### src/rtl/rpi_sample_burst_tx.sv
// rpi_sample_burst_tx: FIFO-buffered sample words sent to the RPi as fixed-length MSB-first serial bursts.
// Latency: a push shows in fill_level next cycle; irq_out rises 1 cycle after fill_level >= THRESH.
// Backpressure: sample_ready = !full; a word offered while full is dropped and sets sticky overflow.
//
// Ports:
//   clk_in, reset          system clock (rising edge), synchronous active-high reset
//   sample_in/_valid/_ready capture-path push interface (push = valid & ready)
//   irq_out                high for the whole burst (RPi clock stage interrupt_enable)
//   sclk_out, sdata_out    serial bit clock and MSB-first data; RPi samples on sclk rise
//   fill_level             words currently held in the FIFO
//   overflow               sticky, set when a word was offered while full
// Optional feature macro: RPI_BURST_PARITY_EN appends one even-parity bit after each word.
module rpi_sample_burst_tx #(
  parameter int DATA_W     = 16,
  parameter int DEPTH_LOG2 = 4,
  parameter int THRESH     = 8,
  parameter int DIV_LOG2   = 5,
  parameter int GAP_CYC    = 64
) (
  input  logic                  clk_in,
  input  logic                  reset,
  input  logic [DATA_W-1:0]     sample_in,
  input  logic                  sample_valid,
  output logic                  sample_ready,
  output logic                  irq_out,
  output logic                  sclk_out,
  output logic                  sdata_out,
  output logic [DEPTH_LOG2:0]   fill_level,
  output logic                  overflow
);

  localparam int DEPTH = 1 << DEPTH_LOG2;
`ifdef RPI_BURST_PARITY_EN
  localparam int W = DATA_W + 1;
`else
  localparam int W = DATA_W;
`endif
  localparam int BC_W = (W > 1) ? $clog2(W) : 1;
  localparam int WL_W = $clog2(THRESH + 1);
  localparam int GC_W = $clog2(GAP_CYC + 1);

  typedef enum logic [1:0] {
    IDLE  = 2'd0,
    SHIFT = 2'd1,
    GAP   = 2'd2
  } state_t;

  state_t state_q, state_d;

  logic [DATA_W-1:0]     mem [DEPTH];
  logic [DEPTH_LOG2-1:0] wr_ptr, rd_ptr;
  logic                  full, push, pop;
  logic [DATA_W-1:0]     head_dat;
  logic [W-1:0]          word_load;
  logic [W-1:0]          shreg;
  logic [DIV_LOG2:0]     divider;
  logic [BC_W-1:0]       bit_cnt;
  logic [WL_W-1:0]       words_left;
  logic [GC_W-1:0]       gap_cnt;
  logic                  irq_q;
  logic                  bit_end, word_end;

  // ---------------- FIFO ----------------
  assign full         = (fill_level == (DEPTH_LOG2+1)'(DEPTH));
  assign sample_ready = ~full;
  assign push         = sample_valid & ~full;
  assign head_dat     = mem[rd_ptr];

`ifdef RPI_BURST_PARITY_EN
  // Parity rides in the LSB so it is shifted out after the data bits.
  assign word_load = {head_dat, ^head_dat};
`else
  assign word_load = head_dat;
`endif

  // Storage is not reset; only pointers and the fill count define validity.
  always_ff @(posedge clk_in) begin
    if (push) begin
      mem[wr_ptr] <= sample_in;
    end
  end

  always_ff @(posedge clk_in) begin
    if (reset) begin
      wr_ptr     <= '0;
      rd_ptr     <= '0;
      fill_level <= '0;
      overflow   <= 1'b0;
    end else begin
      if (push) begin
        wr_ptr <= wr_ptr + 1'b1;
      end
      if (pop) begin
        rd_ptr <= rd_ptr + 1'b1;
      end
      case ({push, pop})
        2'b10:   fill_level <= fill_level + 1'b1;
        2'b01:   fill_level <= fill_level - 1'b1;
        default: fill_level <= fill_level;
      endcase
      if (sample_valid && full) begin
        overflow <= 1'b1;
      end
    end
  end

  // ---------------- burst FSM ----------------
  // divider is all-ones on the last cycle of a bit period.
  assign bit_end  = (divider == '1);
  assign word_end = bit_end && (bit_cnt == BC_W'(W - 1));

  always_ff @(posedge clk_in) begin
    if (reset) begin
      state_q <= IDLE;
    end else begin
      state_q <= state_d;
    end
  end

  always_comb begin
    state_d = state_q;
    pop     = 1'b0;
    unique case (state_q)
      IDLE: begin
        if (fill_level >= (DEPTH_LOG2+1)'(THRESH)) begin
          pop     = 1'b1;
          state_d = SHIFT;
        end
      end
      SHIFT: begin
        if (word_end) begin
          if (words_left != '0) begin
            pop = 1'b1;
          end else begin
            state_d = GAP;
          end
        end
      end
      GAP: begin
        if (gap_cnt == GC_W'(GAP_CYC - 1)) begin
          state_d = IDLE;
        end
      end
      default: state_d = IDLE;
    endcase
  end

  // Datapath. divider and shreg are zero outside SHIFT so sclk_out and
  // sdata_out can be taken straight from register bits without gating.
  always_ff @(posedge clk_in) begin
    if (reset) begin
      shreg      <= '0;
      divider    <= '0;
      bit_cnt    <= '0;
      words_left <= '0;
      gap_cnt    <= '0;
      irq_q      <= 1'b0;
    end else begin
      case (state_q)
        IDLE: begin
          if (pop) begin
            shreg      <= word_load;
            words_left <= WL_W'(THRESH - 1);
            divider    <= '0;
            bit_cnt    <= '0;
            irq_q      <= 1'b1;
          end
        end
        SHIFT: begin
          // Wraps to zero at the end of every bit, including the last one.
          divider <= divider + 1'b1;
          if (bit_end) begin
            if (!word_end) begin
              shreg   <= shreg << 1;
              bit_cnt <= bit_cnt + 1'b1;
            end else if (pop) begin
              shreg      <= word_load;
              bit_cnt    <= '0;
              words_left <= words_left - 1'b1;
            end else begin
              shreg   <= '0;
              bit_cnt <= '0;
              gap_cnt <= '0;
              irq_q   <= 1'b0;
            end
          end
        end
        GAP: begin
          gap_cnt <= gap_cnt + 1'b1;
        end
        default: begin
        end
      endcase
    end
  end

  assign irq_out   = irq_q;
  assign sclk_out  = divider[DIV_LOG2];
  assign sdata_out = shreg[W-1];

endmodule

### config.mk
export PLATFORM = sky130hd
export DESIGN_NAME = rpi_sample_burst_tx
export DESIGN_NICKNAME = d
export VERILOG_FILES = /design/src/rtl/rpi_sample_burst_tx.sv
export SDC_FILE = /design/constraint.sdc
export NUM_CORES = 1
export LEC_CHECK = 0
export BUFFER_PORTS_ARGS = -buffer_cell sky130_fd_sc_hd__buf_2
export CAP_MARGIN = 20
export CORE_MARGIN = 1.5
export CORE_UTILIZATION = 58
export DETAILED_ROUTE_END_ITERATION = 12
export PLACE_DENSITY = 0.75
export SYNTH_ARGS = -nofsm -noshare
export SYNTH_HDL_FRONTEND = slang
export SYNTH_SLANG_ARGS = --single-unit
### constraint.sdc
create_clock -name clk_in -period 4.05 [get_ports clk_in]
set_input_delay 0.2025 -clock clk_in [delete_from_list [all_inputs] [get_ports clk_in]]
set_output_delay 0.2025 -clock clk_in [all_outputs]
set_load 0.005 [all_outputs]
==> impl_metrics.yaml, run 1 <==
timing:
  tns_ns: 0
  drv_slew: 0
  max_freq_mhz: 297
  fin_crit_sh_pct: 83.1
  hold_viol_final: 0
  max_slew.worst_pin.slew_ns: 1.08
  relSlewSlack_pct: 28.1
  rsz0062_at_grt: "no"
  fin_crit_ns: 3.36
  finClkSkew_ns: 0.00884
  finalSetupViolCount: 0
  setup_slack_ns: 0.685
final_layout:
  final_util_pct: 66.3
  multi_input_area_mm2: 0.00343
  final_common_cell: "edfxtp_1"
  fillers: 1385
  antenna_cells: 0
  drive_gt1_share_pct: 22.6
  final_cell_mix: "256 x edfxtp_1, 69 x nor2_1, 55 x dfxtp_1"
  register_area_mm2: 0.00885
  areaGrowthSynthToFinish_pct: 12.0
  nets: 808
global_routing:
  grt_usage_pct: 23.1
  grt_first_pass_wirelength_um: 38200
  grt_pass1_vias: 6803
  grt_max_degree: 43
  grt.overflow.total: 0
  antenna_found_initial: 0
clocking:
  cts_buffers: 30
  path_clk_slew_ns: 0.06
  clock_path_buffers: 3
  clk_latency_ns: 0.54
  post_cts_resized: 0
  postCtsSetupRepairBufs: 0
  tritoncts: "yes"
  cts.sinks: 314
  holdBufCountCts: 1
  htree_levels: 1
  root_buffer: "clkbuf_16"
pwr:
  ir_drop_mv: 0.443
  p_leak_uw: 0.00454
  p_per_area_mw_per_mm2: 459
setup_path:
  setup.worst_path.class: "register to register"
  start_kind: "register"
  crit_path_max_fanout: 13
  worstPathRequired_ns: 4.48
  reg2reg_setup_slack_ns: 0.69
  critPathBufInv: 1
  crit_path_max_incr_delay_ns: 0.40
  path_cells: "ha_1 -> and4_1 -> nand3_1 -> o21ai_1 -> buf_4 -> ha_1 -> xor2_1 -> ha_1 -> nor2_1 -> nor3b_1 -> o21ai_0 -> a31oi_1 -> mux2_2"
  arrival_ns: 3.80
  cp_top_family: "adder cells"
  slowest_stage: "ha_1"
  crit_top_cell: "ha_1"
  critPathCaptureType: "register"
yosys:
  synthCells: 730
  synthSimpleGateAreaFrac_pct: 5.54
  yosysTopAreaCellShare_pct: 61.6
  ys_seq_elements: 314
  synth.largest_area_cell: "edfxtp_1"
  synth_edf_count: 256
  synthFlopType: "edfxtp_1"
  synth_top_family_by_area: "multiplexers"
  muxShareOfSynthArea_pct: 14.6
  yosys-top-cells-area: "edfxtp_1 62%, mux4_2 9.7%, dfxtp_1 9.3%"
  async_reset_ff_share_pct: 0
  ys_seq_area_share_pct: 70.9
  synth_cell_type_count: 51
  syn_nets: 762
  syn_avg_cell_area_um2: 17.1
  synth_xor_area_share_pct: 0.982
  synth_compound_area_share_pct: 4.87
  synthAdderAreaFrac_pct: 1.30
  ys_warn_count: 0
  netlist_area_mm2: 0.0125
detailed_routing:
  drc_errors: 0
  first_pass_iters: 5
  ant_nets: 0
  viasPerCell: 6.12
  routed-via-count: 6581
  drt_iter0_drc: 490
  finalWirelength_um: 24800
  wire_per_inst_um: 23.1
placed_design:
  place.gp.congestion: 0.790
  dpl.hpwl_um: 15200
  pre_cts_slack_ns: 0.776
  io_buffers: 28
floorplan:
  fp.coreArea_mm2: 0.0211
  rows: 53
  dieArea_mm2: 0.0224
  num_io_pins: 29
  initial_utilization_pct: 59.2
  die_y_um: 150
  fp.dieW_um: 150
worst_hold_path:
  hp-class: "primary input to register"
status:
  outcome: "complete, no violations"
flow_run:
  drv_cap: 0
-- per-layer routing --
metal  track usage, %  wire, um
met1             30.6     10100
met2             39.1     12500
met3             3.41      1310
met4             8.43       877
met5                0         0
-- layout make-up --
cell class,instances,share of cell area [%]
Clock buffer,43,6.21
Clock inverter,13,0.796
Inverter,9,0.242
Multi-Input combinational cell,370,24.6
Sequential cell,314,63.3
Tap cell,275,2.46
Timing Repair Buffer,51,2.43
-- through the flow --
step | hold slack (ns) | power (uW) | cell area, um^2 | std cells
2_1_floorplan | 0.301 | 3680 | 12500 | 730
3_3_place_gp | 0.446 | 3750 | 13000 | 1018
3_5_place_dp | 0.458 | 3760 | 13000 | 1018
4_1_cts | 0.0192 | 6460 | 14000 | 1075
5_1_grt | 0.0288 | 6580 | 14000 | 1075
6_report | 0.0281 | 6420 | 14000 | 1075
-- kinds of logic after synthesis --
family / after synthesis
buf+inv: 46
simple gates: 147
mux: 98
flops: 314
xor+xnor: 14
compound gates: 98
fa+ha+maj: 13
-- state kept, by name, indices dropped and copies added (netlist names), named ones only --
signal and flops:
shreg 16, rd_ptr 4, gap_cnt 7, overflow 1, words_left 4, irq_out 1, fill_level 5, divider 6
wr_ptr 4, state_q 2, bit_cnt 4, mem 256
-- synthesized netlist by cell type (13+ instances only) --
master and number:
mux4_2 54, mux2i_1 18, nand2_1 20, ha_1 13, o21ai_0 14, edfxtp_1 256, a21oi_1 33, a22oi_1 16
clkbuf_1 17, dfxtp_1 58, nor2_1 71, mux2_2 17
-- worst reg2reg max path, stage by stage (launching register included) --
cell and delay (ns):
dfxtp_1 0.37, ha_1 0.22, and4_1 0.30, nand3_1 0.18, o21ai_1 0.16, buf_4 0.21
ha_1 0.41, xor2_1 0.20, ha_1 0.22, nor2_1 0.07, nor3b_1 0.21, o21ai_0 0.13
a31oi_1 0.22, mux2_2 0.36
-- where the power goes --
group	leakage (uW)	switching, uW	internal (uW)	total, uW
Sequential	0.00278	13.7	3520	3540
Clock	0.000483	1120	1610	2730
Combinational	0.00128	105	50.2	156
Total	0.00454	1240	5180	6420
-- path summary, 6_finish.rpt --
check / from / endpoint / cells past startpoint
worst min-delay path: sample_in[0] / mem[12][0] / 1
worst min register to register: shreg[0] / shreg[0] / 2
worst max-delay path: divider[0] / fill_level[4] / 13
worst max register to register: divider[0] / fill_level[4] / 13
Power figures use the tool's default switching activity.
==> inputs of run 2 (changes only) <==
CORE_UTILIZATION = 56   (was 58)
clock period = 3 ns   (was 4.05 ns; I/O delays follow)
==> run 2 against run 1 <==
Via count increased by 3.4%; clock power increased by 30%; clock-buffer cell count shrank 4; sequential share of layout area down 1.4 points; combinational power rose by 54%; largest cell class unchanged; global-route usage down 1.2 points; largest power group unchanged.
==> impl_metrics.yaml, run 2 (synthesized netlist as in run 1, its figures left out) <==
status:
  outcome: "complete, no violations"
floorplan:
  dieArea_mm2: 0.0232
  initial_utilization_pct: 57.2
  fp.dieW_um: 152
  die_y_um: 152
  num_io_pins: 29
  rows: 54
  fp.coreArea_mm2: 0.0218
final_layout:
  largest_reg_flops: 256
  fillers: 1439
  drive_gt1_share_pct: 24.6
  nets: 843
  areaGrowthSynthToFinish_pct: 14.5
  layout.cells.non_filler: 1116
  antenna_cells: 0
  final_common_cell: "edfxtp_1"
  top_regs: "mem (256), shreg (16), gap_cnt (7)"
  largest-register: "mem"
  final_cell_mix: "256 x edfxtp_1, 71 x nor2_1, 55 x dfxtp_1"
global_routing:
  antenna_found_initial: 0
  grt_pass1_vias: 7048
  grt_usage_pct: 21.9
  grt_first_pass_wirelength_um: 39300
  grt.overflow.total: 0
  grt_max_degree: 67
detailed_routing:
  wire_per_inst_um: 22.4
  viasPerCell: 6.10
  ant_nets: 0
  finalWirelength_um: 25000
  routed-via-count: 6805
  first_pass_iters: 7
  drt_iter0_drc: 482
  drc_errors: 0
setup_path:
  worstPathRequired_ns: 3.43
  critPathCaptureType: "register"
  crit_path_max_fanout: 4
  setup.worst_path.class: "register to register"
  start_kind: "register"
  arrival_ns: 3.28
  reg2reg_depth: 12
timing:
  finClkSkew_ns: 0.0161
  hold_viol_final: 0
  max_slew.worst_pin.slew_ns: 1.09
  rsz0062_at_grt: "no"
  drv_slew: 0
  fin_crit_ns: 2.84
  max_freq_mhz: 352
  finalSetupViolCount: 0
  tns_ns: 0
  fin_crit_sh_pct: 94.8
  relSlewSlack_pct: 26.8
worst_hold_path:
  hp-class: "primary input to register"
  whs_path_depth: 2
flow_run:
  drv_cap: 0
clocking:
  clk_latency_ns: 0.56
  tritoncts: "yes"
  cts.sinks: 314
  clock_path_buffers: 3
  htree_levels: 1
  root_buffer: "clkbuf_16"
  cts_buffers: 31
  path_clk_slew_ns: 0.06
pwr:
  p_leak_uw: 0.00468
  ir_drop_mv: 0.541
  p_per_area_mw_per_mm2: 598
placed_design:
  dpl.hpwl_um: 15700
  place.gp.congestion: 0.815
  io_buffers: 28
  dpl.cell_count: 1041
-- run 2: cell type report --
class | instances | area [um^2] | share of cell area (%)
clock buffer | 39 | 806 | 5.63
clock inverter | 19 | 125 | 0.875
inverter | 9 | 33.8 | 0.236
multi-input combinational | 370 | 3460 | 24.2
sequential | 314 | 8850 | 61.9
tap | 280 | 350 | 2.45
timing repair buffer | 85 | 673 | 4.71
-- run 2: worst paths after layout --
check                startpoint  slack (ns)             to
setup / recovery     divider[0]        0.16  fill_level[4]
hold / removal            reset        0.16     gap_cnt[1]
setup reg to reg     divider[0]        0.16  fill_level[4]
hold reg to reg   words_left[0]        0.48  words_left[0]
-- run 2: metrics by stage --
stage | setup slack, ns | hold slack [ns] | total power (uW) | utilization, % | area [um^2]
floorplan | 0.0187 | 0.249 | 4970 | - | 12500
global placement | 0.178 | 0.434 | 5070 | 60.4 | 13200
detailed placement | 0.0295 | 0.464 | 5090 | 60.4 | 13200
CTS | 0.0274 | 0.139 | 8600 | 65.4 | 14300
global route | 0.00942 | 0.186 | 8790 | 65.5 | 14300
finish | 0.157 | 0.156 | 8550 | 65.5 | 14300
-- run 2: power breakdown --
part | switching, uW | total, uW | internal, uW
clock | 1550 | 3540 | 1990
combinational | 150 | 240 | 90.4
sequential | 18.4 | 4770 | 4750
total | 1720 | 8550 | 6830
-- run 2: routing by layer --
| metal | up-vias | wire length, um | share of wire (%) | track usage (%) |
|---|---|---|---|---|
| met5 | - | 0 | 0 | 0 |
| met4 | 0 | 665 | 2.7 | 6.15 |
| met3 | 57 | 1250 | 5.0 | 2.87 |
| met2 | 231 | 12900 | 52 | 38.4 |
| met1 | 3480 | 10200 | 41 | 28.9 |
| li1 | 3037 | - | - | - |
-- run 2: critical path, stage by stage, from the launching register on --
cell,delay (ns)
dfxtp_1,0.38
ha_2,0.22
and4_4,0.27
nand3_2,0.13
o21ai_2,0.21
ha_2,0.22
xor2_1,0.18
ha_2,0.23
nor2_1,0.06
nor3b_2,0.19
o21ai_1,0.10
a31oi_1,0.17
mux2_2,0.35
-- run 2: repair_timing --
action	4_1_cts	5_1_grt
hold buffers	17	0
resized for setup	1	10
endpoints found under the setup margin	1	1
gates cloned	0	0
pin swaps	0	2
setup buffers	0	0
endpoints found under the hold margin	255	0
==> inputs of run 3 (changes only) <==
--- a/constraint.sdc
+++ b/constraint.sdc
@@ -3,2 +3,2 @@
 set_output_delay 0.15 -clock clk_in [all_outputs]
-set_load 0.005 [all_outputs]
+set_load 0.1 [all_outputs]
==> run 3 against run 2 <==
Utilization is 0.23 points higher; register-to-register slack gained 0.04 ns; first-iteration DRC count increased by 15%; largest cell class unchanged; clock-buffer cell count rose by 7; highest routed layer unchanged.
==> impl_metrics.yaml, run 3 (synthesized netlist as in run 1, its figures left out) <==
status:
  outcome: "complete, no violations"
clocking:
  postCtsSetupRepairBufs: 0
  root_buffer: "clkbuf_16"
  tritoncts: "yes"
  clock_path_buffers: 3
  clk_latency_ns: 0.54
  path_clk_slew_ns: 0.06
  cts_buffers: 31
  cts.sinks: 314
  htree_levels: 1
global_routing:
  antenna_found_initial: 0
  grt_first_pass_wirelength_um: 38900
  grt_busiest_layer: "met2"
  grt.overflow.total: 0
  grt_usage_pct: 21.9
  grt_max_degree: 67
  grt_pass1_vias: 6964
  grtUsageMet2_pct: 38.4
  use_met3_pct: 3.01
  met1_usage_pct: 28.8
final_layout:
  nets: 841
  antenna_cells: 0
  areaGrowthSynthToFinish_pct: 14.9
  final_common_cell: "edfxtp_1"
  fillers: 1437
  largest-register: "mem"
  largest_reg_flops: 256
  final_cell_mix: "256 x edfxtp_1, 71 x nor2_1, 54 x mux4_2"
  top_regs: "mem (256), shreg (16), gap_cnt (7)"
  drive_gt1_share_pct: 25.0
detailed_routing:
  ant_nets: 0
  wire_per_inst_um: 22.6
  drt_iter0_drc: 554
  routed-via-count: 6743
  viasPerCell: 6.06
  finalWirelength_um: 25100
  drc_errors: 0
  first_pass_iters: 5
timing:
  fin_crit_ns: 2.80
  fin_crit_sh_pct: 93.3
  setup_slack_ns: 0.202
  hold_viol_final: 0
  max_slew.worst_pin.slew_ns: 1.13
  rsz0062_at_grt: "no"
  finClkSkew_ns: 0.00927
  drv_slew: 0
  relSlewSlack_pct: 24.4
  tns_ns: 0
  max_freq_mhz: 357
  finalSetupViolCount: 0
setup_path:
  arrival_ns: 3.22
  worstPathRequired_ns: 3.42
  critPathCaptureType: "register"
  setup.worst_path.class: "register to register"
  start_kind: "register"
  reg2reg_depth: 12
  critPathLaunch: "divider[0]"
  worstReg2RegStart: "divider[0]"
  slowest_stage: "dfxtp_1"
  crit_path_max_incr_delay_ns: 0.37
  crit_path_max_fanout: 4
  crit_top_cell: "ha_2"
  path_cells: "ha_2 -> and4_2 -> nand3_2 -> o21ai_2 -> ha_1 -> xor2_1 -> ha_2 -> nor2_1 -> nor3b_1 -> o21ai_0 -> a31oi_1 -> mux2_2"
placed_design:
  place.gp.congestion: 0.805
  io_buffers: 28
  pre_cts_slack_ns: 0.113
  dpl.hpwl_um: 15500
pwr:
  p_per_area_mw_per_mm2: 619
  ir_drop_mv: 0.451
  p_leak_uw: 0.00472
floorplan:
  fp.coreArea_mm2: 0.0218
  dieArea_mm2: 0.0232
  num_io_pins: 29
  initial_utilization_pct: 57.2
  rows: 54
  die_y_um: 152
  fp.dieW_um: 152
flow_run:
  drv_cap: 0
worst_hold_path:
  hp-start: "sample_in[4]"
  whs_path_depth: 1
  hp-class: "primary input to register"
## run 3: repair_timing
| item | in CTS | in global routing |
|---|---|---|
| endpoints found under the setup margin | 0 | 1 |
| gates resized for setup | 0 | 5 |
| hold buffers | 15 | 0 |
| endpoints found under the hold margin | 217 | 0 |
## run 3: worst paths after layout
| check | slack (ns) | to |
|---|---|---|
| setup / recovery | 0.20 | fill_level[4] |
| hold / removal | 0.01 | mem[8][4] |
| setup reg to reg | 0.20 | fill_level[4] |
| hold reg to reg | 0.47 | overflow |
## run 3: stage by stage
| stage | util, % | std cells | instance area [um^2] | hold slack, ns | total power [uW] |
|---|---|---|---|---|---|
| 3_3_place_gp | 60.3 | 1041 | 13200 | 0.446 | 5080 |
| 5_1_grt | 65.8 | 1113 | 14400 | 0.0137 | 9150 |
| 4_1_cts | 65.7 | 1113 | 14300 | 0.00297 | 8950 |
| 2_1_floorplan | - | 730 | 12500 | 0.249 | 4990 |
| 3_5_place_dp | 60.3 | 1041 | 13200 | 0.456 | 5100 |
| 6_report | 65.8 | 1113 | 14400 | 0.0150 | 8880 |
## run 3: routing by layer
metal  routed length (um)  part of all wire [%]
met5                    0                     0
met4                  669                   2.7
met3                 1550                   6.2
met2                12900                    51
met1                 9960                    40
## run 3: worst max-delay path: cells and delay by family (launching register included)
| family | cells | cell delay [ns] |
|---|---|---|
| mux | 1 | 0.35 |
| compound gates | 3 | 0.46 |
| fa+ha+maj | 3 | 0.66 |
| xor+xnor | 1 | 0.18 |
| simple gates | 4 | 0.66 |
| flops | 1 | 0.37 |
## run 3: layout make-up
cell class	count	area (um^2)	share of cell area [%]
clock buffer	46	873	6.09
clock inverter	11	154	1.07
timing repair buffer	83	616	4.29
inverter	9	33.8	0.235
sequential	314	8870	61.8
multi-input combinational	370	3450	24.1
tap	280	350	2.44
## run 3: power by group
group / switching, uW / total [uW] / internal, uW
clock network: 1510 / 3850 / 2340
logic: 168 / 252 / 84.0
registers: 19.0 / 4770 / 4750
